[config.mk]
export PLATFORM = sky130hd
export DESIGN_NAME = apb_master_bridge
export DESIGN_NICKNAME = d
export VERILOG_FILES = /design/src/rtl/apb_master_bridge.sv
export SDC_FILE = /design/constraint.sdc
export NUM_CORES = 1
export LEC_CHECK = 0
export ABC_CLOCK_PERIOD_IN_PS = 4100
export BUFFER_PORTS_ARGS = -buffer_cell sky130_fd_sc_hd__buf_2
export CAP_MARGIN = 20
export CORE_MARGIN = 8
export CORE_UTILIZATION = 47
export CTS_CLUSTER_DIAMETER = 150
export CTS_CLUSTER_SIZE = 40
export DETAILED_ROUTE_END_ITERATION = 8
export GPL_TIMING_DRIVEN = 0
export PLACE_DENSITY_LB_ADDON = 0.3
export SLEW_MARGIN = 20
export SYNTH_ARGS = -nofsm -noshare
export SYNTH_HDL_FRONTEND = slang
export SYNTH_SLANG_ARGS = --single-unit
[constraint.sdc]
create_clock -name PCLK -period 4.1 [get_ports PCLK]
set_clock_uncertainty 0.05 [all_clocks]
set_input_delay 0.205 -clock PCLK [delete_from_list [all_inputs] [get_ports PCLK]]
set_output_delay 0.205 -clock PCLK [all_outputs]
set_load 0.005 [all_outputs]
[src/rtl/apb_master_bridge.sv]
// APB requester: turns single valid/ready requests into APB SETUP/ACCESS transfers
// to the GPIO or UART slave and returns read data / error on a valid/ready response port.
module apb_master_bridge #(
  parameter logic [31:0] GPIO_BASE = 32'h4000_0000,
  parameter logic [31:0] UART_BASE = 32'h4000_1000,
  parameter int unsigned TIMEOUT   = 16
) (
  input  logic        PCLK,
  input  logic        PRESET,
  input  logic        req_valid,
  output logic        req_ready,
  input  logic        req_write,
  input  logic [31:0] req_addr,
  input  logic [31:0] req_wdata,
  input  logic [2:0]  req_prot,
  output logic        rsp_valid,
  input  logic        rsp_ready,
  output logic [31:0] rsp_rdata,
  output logic        rsp_err,
  output logic [31:0] PADDR,
  output logic [31:0] PWDATA,
  output logic        PWRITE,
  output logic [1:0]  PSEL,
  output logic        PENABLE,
  output logic [2:0]  PPROT,
  input  logic [31:0] PRDATA,
  input  logic        PREADY,
  input  logic        PSLVERR
);

  localparam logic [1:0] IDLE   = 2'd0;
  localparam logic [1:0] SETUP  = 2'd1;
  localparam logic [1:0] ACCESS = 2'd2;
  localparam logic [1:0] RESP   = 2'd3;

  localparam int unsigned CNT_W = (TIMEOUT > 1) ? $clog2(TIMEOUT) : 1;
  localparam logic [CNT_W-1:0] CNT_LAST = CNT_W'((TIMEOUT > 0) ? TIMEOUT - 1 : 0);

  logic [1:0]       state;
  logic [CNT_W-1:0] wait_cnt;
  logic             hit_gpio;
  logic             hit_uart;
  logic             timed_out;

  // Region match is on the 4 KiB page only; the offset passes through untouched.
  assign hit_gpio  = (req_addr[31:12] == GPIO_BASE[31:12]);
  assign hit_uart  = (req_addr[31:12] == UART_BASE[31:12]);
  assign timed_out = (TIMEOUT != 0) && (wait_cnt == CNT_LAST) && !PREADY;

  assign req_ready = (state == IDLE) && !PRESET;
  assign rsp_valid = (state == RESP);

  // NOTE: every register here is written with <= so all of them see the
  // pre-edge values of each other; mixing in = would make results order-dependent.
  always_ff @(posedge PCLK or posedge PRESET) begin
    if (PRESET) begin
      state     <= IDLE;
      wait_cnt  <= '0;
      PADDR     <= '0;
      PWDATA    <= '0;
      PWRITE    <= 1'b0;
      PPROT     <= '0;
      PSEL      <= '0;
      PENABLE   <= 1'b0;
      rsp_rdata <= '0;
      rsp_err   <= 1'b0;
    end else begin
      case (state)
        IDLE: begin
          if (req_valid) begin
            if (hit_gpio || hit_uart) begin
              PADDR  <= req_addr;
              PWDATA <= req_wdata;
              PWRITE <= req_write;
              PPROT  <= req_prot;
              // GPIO wins if both bases were configured onto the same page, keeping PSEL one-hot.
              PSEL   <= hit_gpio ? 2'b01 : 2'b10;
              state  <= SETUP;
            end else begin
              rsp_err   <= 1'b1;
              rsp_rdata <= '0;
              state     <= RESP;
            end
          end
        end

        SETUP: begin
          PENABLE <= 1'b1;
          state   <= ACCESS;
        end

        ACCESS: begin
          if (PREADY) begin
            rsp_err   <= PSLVERR;
            rsp_rdata <= (!PWRITE && !PSLVERR) ? PRDATA : 32'h0;
            PSEL      <= '0;
            PENABLE   <= 1'b0;
            state     <= RESP;
          end else begin
            wait_cnt <= wait_cnt + 1'b1;
            if (timed_out) begin
              rsp_err   <= 1'b1;
              rsp_rdata <= '0;
              PSEL      <= '0;
              PENABLE   <= 1'b0;
              state     <= RESP;
            end
          end
        end

        RESP: begin
          if (rsp_ready) begin
            wait_cnt <= '0;
            state    <= IDLE;
          end
        end

        default: state <= IDLE;
      endcase
    end
  end

endmodule

==> flow_summary.ini, run 1 <==
[run_status]
status = complete, no violations

[routing]
wl_per_cell_um = 17.46
antenna_left = 0
first_pass_iters = 4
vias = 3438
drt_iter0_drc = 160
drc_errors = 0
drt_wl_total_um = 12030
vias_per_cell = 4.990

[logic_synthesis]
ys_seq_area_frac = 0.6064
yosys_warnings = 0
synth.distinct_cells = 39
synthArstFlopShare = 1.000
yosysTopAreaCell = dfrtp_1
ys.flop_type = dfrtp_1
synth.avg_cell_area_um2 = 15.18
synth_edf_count = 0
postSynthCellCount = 299
syn_area_um2 = 4539
synth_top_area_share = 0.6064
synth_nets = 410
synth_seq_cells = 110
synth_area_leaders = dfrtp_1 61%, mux2_4 16%, a22o_1 6.4%

[timing]
rsz0062_at_grt = no
maxSlewHeadroom = 0.7047
fmax_mhz = 466.1
layout_setup_ws_ns = 1.955
drv_slew = 0
worst_pin_slew_ns = 0.4429
fin_crit_ns = 2.145
finalCritPeriodShare = 0.5233
setup_viol_count_final = 0
final-hold-violation-count = 0

[critical_path]
endpoint = rsp_rdata[15]
reg2reg_slack_ns = 1.95
worstRegToRegCells = 8
cp-end-kind = flip-flop
worstReg2RegEnd = rsp_rdata[15]
cp.arrival_ns = 2.39
start_kind = flip-flop
r2r-start = state[0]
worstPathRequired_ns = 4.34
crit_path_start = state[0]
setup.worst_path.class = reg2reg
crit_fanout = 10

[pwr]
p_leak_nw = 3.622
power_mw = 2.439
power.density_nw_per_um2 = 389.3
vdd_drop_max_mv = 0.2405

[clock_network]
cts_buffers = 9
ctsHoldBuffers = 24
numClockSinks = 110
cts_tree = yes
cts_buffer_depth = 2
clk_latency_ns = 0.36
cts_setup_buffers = 0
path_clk_slew_ns = 0.11
clock-root-buffer = clkbuf_8
cts_resized = 0
htreeDepth = 3

[placed_design]
dp_hpwl_um = 9120
pre_cts_ws_ns = 2.007
portBuffers = 210
place_congestion = 0.8326

[global_routing]
grt.overflow.total = 0
grtUsageTotal = 0.1830
grt_pass1_vias = 3723
grt_first_pass_wirelength_um = 18990
antenna_found_initial = 0
grt_max_degree = 64

[finish]
antennaDiodeCount = 0
fin_nets = 662
fill_cells = 751
drive_gt1_frac = 0.5306
regArea_um2 = 2753
most-common-layout-cells = 217 x buf_2, 110 x dfrtp_1, 49 x mux2_4
multi_input_area_um2 = 1607
final_common_cell = buf_2
synthToLayoutAreaGrowth_pct = 38.01

[die]
die_x_um = 114.3
ios = 212
core_area_um2 = 9594
start_util = 0.4731
die_y_um = 114.3
core.rowCount = 36
die_area_um2 = 13060

[min_path]
hold_class = in2reg

[flow_run]
drv_cap = 0
## report_power, final
| group | switching, mW | internal [mW] | leakage, nW | total [mW] |
|---|---|---|---|---|
| clock | 0.357 | 0.228 | 0.0817 | 0.585 |
| combinational | 0.323 | 0.277 | 2.02 | 0.600 |
| sequential | 0.0668 | 1.19 | 1.52 | 1.25 |
| total | 0.747 | 1.69 | 3.62 | 2.44 |
## cell type report
class,count,area share
buffer,16,0.02516
timing repair buffer,241,0.2201
clock buffer,11,0.02097
sequential,110,0.4394
clock inverter,5,0.006990
tap,133,0.02656
inverter,6,0.004394
multi-input combinational,167,0.2564
## cell families after synthesis
family,count (synthesis),share of synthesized area
buffers and inverters,22,0.03969
and+or+nand+nor,51,0.07194
muxes,51,0.1670
DFF,110,0.6064
AOI/OAI and AO/OA,60,0.1012
adders and majority gates,5,0.01378
## synth_stat cells (2+ instances only)
master and n:
a21oi_1 4, a22o_1 33, and2_1 18, buf_12 5, buf_2 7, clkbuf_1 3, dfrtp_1 110, ha_1 5
inv_1 6, mux2_2 2, mux2_4 49, nand2_1 4, nand2b_1 3, nand3_1 3, nor2_1 3, nor3_1 4
nor3b_1 2, nor4_1 4, o211ai_1 2, o21ai_0 12, o311ai_0 2
## registers in the layout (all words and copies together) (netlist names)
register,flops
PWRITE,1
PENABLE,1
rsp_rdata,32
wait_cnt,4
PSEL,2
PWDATA,32
state,2
rsp_err,1
PADDR,32
PPROT,3
## per-layer routing
layer,share of wire,GRT usage
met3,0.081,0.05538
met4,0.027,0.06389
met1,0.40,0.2142
met2,0.49,0.3119
met5,0,0
## how the worst min path moves through the flow
stage	start	end	slack (ns)	depth (start not counted)
5_1_grt	req_wdata[12]	PWDATA[12]	-0.0008	2
2_1_floorplan	req_addr[12]	PSEL[0]	0.25	1
6_report	PRDATA[21]	rsp_rdata[21]	0.02	2
3_3_place_gp	PRDATA[5]	rsp_rdata[5]	0.37	2
4_1_cts	req_addr[9]	PADDR[9]	0.0008	2
3_5_place_dp	PRESET	wait_cnt[3]	0.22	2
## through the flow
stage / cell area [um2] / util / cells / hold WS (ns) / setup TNS [ns]
6_report: 6265 / 0.6530 / 689 / 0.02319 / 0
5_1_grt: 6265 / 0.6530 / 689 / -0.0007620 / 0
4_1_cts: 6205 / 0.6467 / 683 / 0.0007516 / 0
3_5_place_dp: 5789 / 0.6034 / 643 / 0.2229 / 0
3_3_place_gp: 5757 / 0.6000 / 642 / 0.3728 / -10.94
2_1_floorplan: 4539 / - / 299 / 0.2532 / 0
## worst max-delay path, cell delays in order, from the launching register on
cell      delay (ns)
dfrtp_1         0.41
inv_1           0.12
ha_1            0.20
buf_2           0.21
inv_1           0.13
o211ai_1        0.27
o21a_1          0.26
buf_2           0.26
a22o_1          0.18
Power figures use the tool's default switching activity.
==> inputs of run 2 (changes only) <==
--- a/config.mk
+++ b/config.mk
@@ -5,11 +5,12 @@
 export SDC_FILE = /design/constraint.sdc
 export NUM_CORES = 1
 export LEC_CHECK = 0
-export ABC_CLOCK_PERIOD_IN_PS = 4100
+export ABC_AREA = 1
+export ABC_CLOCK_PERIOD_IN_PS = 1900
 export BUFFER_PORTS_ARGS = -buffer_cell sky130_fd_sc_hd__buf_2
 export CAP_MARGIN = 20
 export CORE_MARGIN = 8
-export CORE_UTILIZATION = 47
+export CORE_UTILIZATION = 43
 export CTS_CLUSTER_DIAMETER = 150
 export CTS_CLUSTER_SIZE = 40
 export DETAILED_ROUTE_END_ITERATION = 8
==> constraint.sdc (replaced) <==
create_clock -name PCLK -period 1.9 [get_ports PCLK]
set_clock_uncertainty 0.05 [all_clocks]
set_input_delay 0.095 -clock PCLK [delete_from_list [all_inputs] [get_ports PCLK]]
set_output_delay 0.095 -clock PCLK [all_outputs]
set_load 0.005 [all_outputs]
==> flow_summary.ini, run 2 <==
[run_status]
status = complete, no violations

[logic_synthesis]
yosys_warnings = 0
synth_top_area_share = 0.5802
synthArstFlopShare = 1.000
postSynthCellCount = 587
yosysTopAreaCell = dfrtp_1
synth_common_cells = 248 x nand2_1, 110 x dfrtp_1, 77 x nor2_1, 64 x inv_1, 40 x nand3_1
synth_most_common_cell = nand2_1
synth_nets = 698
synth.distinct_cells = 24
synth_area_leaders = dfrtp_1 58%, nand2_1 20%, nor2_1 6.1%
ys_seq_area_frac = 0.5802
synth.avg_cell_area_um2 = 8.083
synth_seq_cells = 110
ys.flop_type = dfrtp_1
syn_area_um2 = 4745
synth_edf_count = 0

[routing]
first_pass_iters = 5
vias = 4729
drc_errors = 0
vias_per_cell = 4.578
drt_wl_total_um = 15030
antenna_left = 0
wl_per_cell_um = 14.55
drt_iter0_drc = 211

[clock_network]
clock-root-buffer = clkbuf_8
clk_latency_ns = 0.35
cts_tree = yes
cts_buffer_depth = 2
numClockSinks = 110
path_clk_slew_ns = 0.10
htreeDepth = 3
cts_buffers = 9

[die]
core.rowCount = 38
start_util = 0.4396
die_y_um = 121.0
die_x_um = 121.0
ios = 212
die_area_um2 = 14650
core_area_um2 = 10790

[finish]
fin_area_um2 = 7048
regArea_um2 = 2753
most-common-layout-cells = 245 x nand2_1, 217 x buf_2, 110 x dfrtp_1
synthToLayoutAreaGrowth_pct = 48.55
drive_gt1_frac = 0.2993
fill_cells = 862
multi_input_area_um2 = 1649
reg_top3 = PADDR: 32 flops, PWDATA: 32 flops, rsp_rdata: 32 flops
fin_nets = 998
final_common_cell = nand2_1

[placed_design]
portBuffers = 211
dp_hpwl_um = 10860
place_congestion = 0.8927
placed_cell_area_um2 = 6040

[timing]
hold_ws_ns = 0.01609
drv_slew = 0
fin_crit_ns = 1.790
final-hold-violation-count = 0
tns_ns = 0
setup_viol_count_final = 0
worst_pin_slew_ns = 0.4964
maxSlewHeadroom = 0.6676
fmax_mhz = 558.8
finalCritPeriodShare = 0.9419

[pwr]
p_leak_nw = 4.289
power.density_nw_per_um2 = 902.6
vdd_drop_max_mv = 0.6327
power_mw = 6.362

[critical_path]
setup.worst_path.class = reg2reg
r2r-start = state[0]
worstRegToRegCells = 11
cp.arrival_ns = 1.99
crit_fanout = 10
reg2reg_slack_ns = 0.11
cp-end-kind = flip-flop
start_kind = flip-flop
worstReg2RegEnd = rsp_rdata[23]
worstPathRequired_ns = 2.10

[min_path]
worstHoldStart = PRDATA[19]
hold_class = in2reg
min_to = rsp_rdata[19]
holdPathStages = 5

[flow_run]
drv_cap = 0

[global_routing]
antenna_found_initial = 0
grt.overflow.total = 0
grt_first_pass_wirelength_um = 24080
grtUsageTotal = 0.2030
grt_pass1_vias = 4911
grt_max_degree = 36
-- run 2: changes by cell type after synthesis, sizes merged, moves of 5 or more --
cell    delta
nand2    +244
nor2      +76
nand3     +36
inv       +59
clkbuf     +8
a22o      -33
and2      -18
mux2      -51
o21ai      -8
nor4       -5
-- run 2: worst max path at each step --
stage / from / to / slack, ns / cells after the start
6_report: state[0] / rsp_rdata[23] / 0.11 / 11
5_1_grt: state[0] / rsp_rdata[7] / -0.02 / 11
4_1_cts: state[0] / rsp_rdata[23] / 0.02 / 9
3_5_place_dp: state[0] / rsp_rdata[13] / -0.17 / 11
3_3_place_gp: PRESET / PWDATA[7] / -0.24 / 2
2_1_floorplan: state[0] / rsp_err / 0.16 / 11
-- run 2: cell type report --
class	count	share of cell area
well taps	140	0.02485
diodes	1	0.0003551
clock buffers	10	0.01811
plain buffers	24	0.02130
repair buffers	289	0.2624
inverters	65	0.03515
flip-flops and latches	110	0.3906
clock inverters	6	0.01331
multi-input cells	388	0.2340
-- run 2: where the power goes --
part / internal, mW / switching [mW] / total, mW
Clock: 0.753 / 0.784 / 1.54
Combinational: 0.901 / 1.16 / 2.06
Sequential: 2.60 / 0.161 / 2.77
Total: 4.26 / 2.10 / 6.36
-- run 2: kinds of logic after synthesis --
| kind of cell | share of synthesized area |
|---|---|
| flops | 0.5802 |
| buf+inv | 0.07832 |
| fa+ha+maj | 0.01319 |
| compound gates | 0.01609 |
| simple gates | 0.3085 |
| xor+xnor | 0.003693 |
-- run 2: critical path, stage by stage, from the launching register on --
cell     delay, ns
dfrtp_1       0.39
inv_1         0.13
ha_2          0.24
inv_2         0.05
nor2_1        0.08
nand2_1       0.10
nand2_2       0.12
a21oi_4       0.05
buf_4         0.15
buf_4         0.17
nand3_1       0.09
nand2_1       0.06
-- run 2: timing repair --
| action | 4_1_cts | 5_1_grt |
|---|---|---|
| cloned | 0 | 0 |
| setup endpoints to repair | 85 | 92 |
| hold buffers | 68 | 0 |
| setup buffers | 5 | 2 |
| pin swaps | 0 | 1 |
| endpoints found under the hold margin | 108 | 0 |
| gates resized for setup | 9 | 21 |
-- run 2: stage by stage --
stage          std cells  worst slack [ns]    util
2_1_floorplan        587            0.1570       -
3_3_place_gp         938           -0.2421  0.5540
3_5_place_dp         941           -0.1703  0.5596
4_1_cts             1030           0.01759  0.6495
5_1_grt             1032          -0.02134  0.6528
6_report            1033            0.1103  0.6530
-- run 2: layer usage --
layer  routed length [um]  vias up  GRT usage
met2                 7471      181     0.3592
met1                 6047     2170     0.2271
met5                    0        -          0
li1                     -     2358          -
met4                  251        0    0.06635
met3                 1261       20    0.06282
==> inputs of run 3 (changes only) <==
--- a/config.mk
+++ b/config.mk
@@ -10,9 +10,8 @@
 export BUFFER_PORTS_ARGS = -buffer_cell sky130_fd_sc_hd__buf_2
 export CAP_MARGIN = 20
 export CORE_MARGIN = 8
-export CORE_UTILIZATION = 43
+export CORE_UTILIZATION = 30
 export CTS_CLUSTER_DIAMETER = 150
-export CTS_CLUSTER_SIZE = 40
 export DETAILED_ROUTE_END_ITERATION = 8
 export GPL_TIMING_DRIVEN = 0
 export PLACE_DENSITY_LB_ADDON = 0.3
==> flow_summary.ini, run 3 (synthesis results as in run 2) <==
[routing]
first_pass_iters = 4
antenna_left = 0
drt_iter0_drc = 214
wl_per_cell_um = 14.45
drt_wl_total_um = 15780
vias = 4650
vias_per_cell = 4.258
drc_errors = 0

[critical_path]
crit_fanout = 10
critical_path.max_stage_delay_ns = 0.39
crit_path_start = state[0]
cpLargestDelayFamily = buffers and inverters
cp_slowest_cell = dfrtp_1
cp.arrival_ns = 1.98
critPathMostFrequentCell = inv_2
start_kind = flip-flop
cp-end-kind = flip-flop
worstPathRequired_ns = 2.14
r2r-start = state[0]
cp_cell_sequence = inv_2 -> ha_4 -> inv_2 -> buf_4 -> a21oi_4 -> buf_2 -> nand3_1 -> nand2_1
setup.worst_path.class = reg2reg
path_buf_inv = 4

[finish]
regArea_um2 = 2753
most-common-layout-cells = 244 x nand2_1, 219 x buf_2, 110 x dfrtp_1
reg_top3 = PADDR: 32 flops, PWDATA: 32 flops, rsp_rdata: 32 flops
synthToLayoutAreaGrowth_pct = 49.84
multi_input_area_um2 = 1677
drive_gt1_frac = 0.3071
fill_cells = 1572
fin_nets = 982
final_common_cell = nand2_1
fin_area_um2 = 7109
antennaDiodeCount = 0

[timing]
finalCritPeriodShare = 0.9193
fin_crit_ns = 1.747
drv_slew = 0
fmax_mhz = 572.5
final-hold-violation-count = 0
maxSlewHeadroom = 0.5890
layout_setup_ws_ns = 0.1533
setup_viol_count_final = 0
rsz0062_at_grt = no
worst_pin_slew_ns = 0.6152
tns_ns = 0

[global_routing]
antenna_found_initial = 1
grt_max_degree = 32
grt_first_pass_wirelength_um = 25180
grt_pass1_vias = 4745
grtUsageTotal = 0.1583
grt.overflow.total = 0

[placed_design]
portBuffers = 211
pre_cts_ws_ns = -0.2247
placed_cell_area_um2 = 6135
place_congestion = 0.8910
dp_hpwl_um = 11600

[pwr]
power.density_nw_per_um2 = 943.1
power_mw = 6.705
vdd_drop_max_mv = 0.4452
p_leak_nw = 4.264

[clock_network]
cts_buffers = 9
htreeDepth = 3
cts_buffer_depth = 2
numClockSinks = 110
clk_latency_ns = 0.35
clock-root-buffer = clkbuf_16
cts_tree = yes
path_clk_slew_ns = 0.08

[run_status]
status = complete, no violations

[die]
start_util = 0.3031
core_area_um2 = 15660
die_area_um2 = 20100
core.rowCount = 46
ios = 212
die_x_um = 141.8
die_y_um = 141.8

[min_path]
hold_class = in2reg
worstHoldStart = PRDATA[22]

[flow_run]
drv_cap = 0
run 3: final timing paths:
path,to,slack (ns),cells after the start
worst min-delay path,rsp_rdata[22],0.01,5
worst max register to register,rsp_rdata[6],0.15,8
worst min register to register,rsp_rdata[2],0.42,2
min in group asynchronous,wait_cnt[3],0.33,3
worst max-delay path,rsp_rdata[6],0.15,8
max in group asynchronous,PWDATA[13],0.70,5
run 3: per-layer routing:
| layer | track usage | part of all wire | vias to the layer above |
|---|---|---|---|
| met4 | 0.05314 | 0.019 | 2 |
| met1 | 0.2034 | 0.46 | 2096 |
| met3 | 0.05544 | 0.092 | 24 |
| met5 | 0 | 0.00082 | - |
| li1 | - | - | 2326 |
| met2 | 0.2430 | 0.43 | 202 |
run 3: where the power goes:
part	total (mW)	internal [mW]	switching, mW	leakage [nW]
Sequential	2.77	2.61	0.164	1.42
Combinational	2.12	0.926	1.19	2.71
Clock	1.82	0.915	0.903	0.133
run 3: area by class of cell:
cell class,instances,share of cell area
clock buffers,10,0.03221
repair buffers,273,0.2406
flip-flops and latches,110,0.3872
inverters,65,0.03485
clock inverters,6,0.007744
multi-input cells,388,0.2358
plain buffers,24,0.02358
well taps,216,0.03801
run 3: what timing repair did:
action	4_1_cts	5_1_grt
hold buffers	54	0
resized for setup	10	41
setup endpoints to repair	93	90
pin swaps	0	2
endpoints found under the hold margin	75	0
buffers inserted	3	2
run 3: worst reg2reg max path, stage by stage, from the launching register on:
cell and delay (ns):
dfrtp_1 0.39, inv_2 0.13, ha_4 0.18, inv_2 0.04
buf_4 0.15, a21oi_4 0.26, buf_2 0.27, nand3_1 0.11
nand2_1 0.10
run 3: through the flow:
step | hold slack, ns | cells | util
2_1_floorplan | 0.1455 | 587 | -
3_3_place_gp | 0.2400 | 1014 | 0.3880
3_5_place_dp | 0.1617 | 1017 | 0.3919
4_1_cts | 0.0003038 | 1090 | 0.4481
5_1_grt | 0.02657 | 1092 | 0.4541
6_report | 0.01321 | 1092 | 0.4541
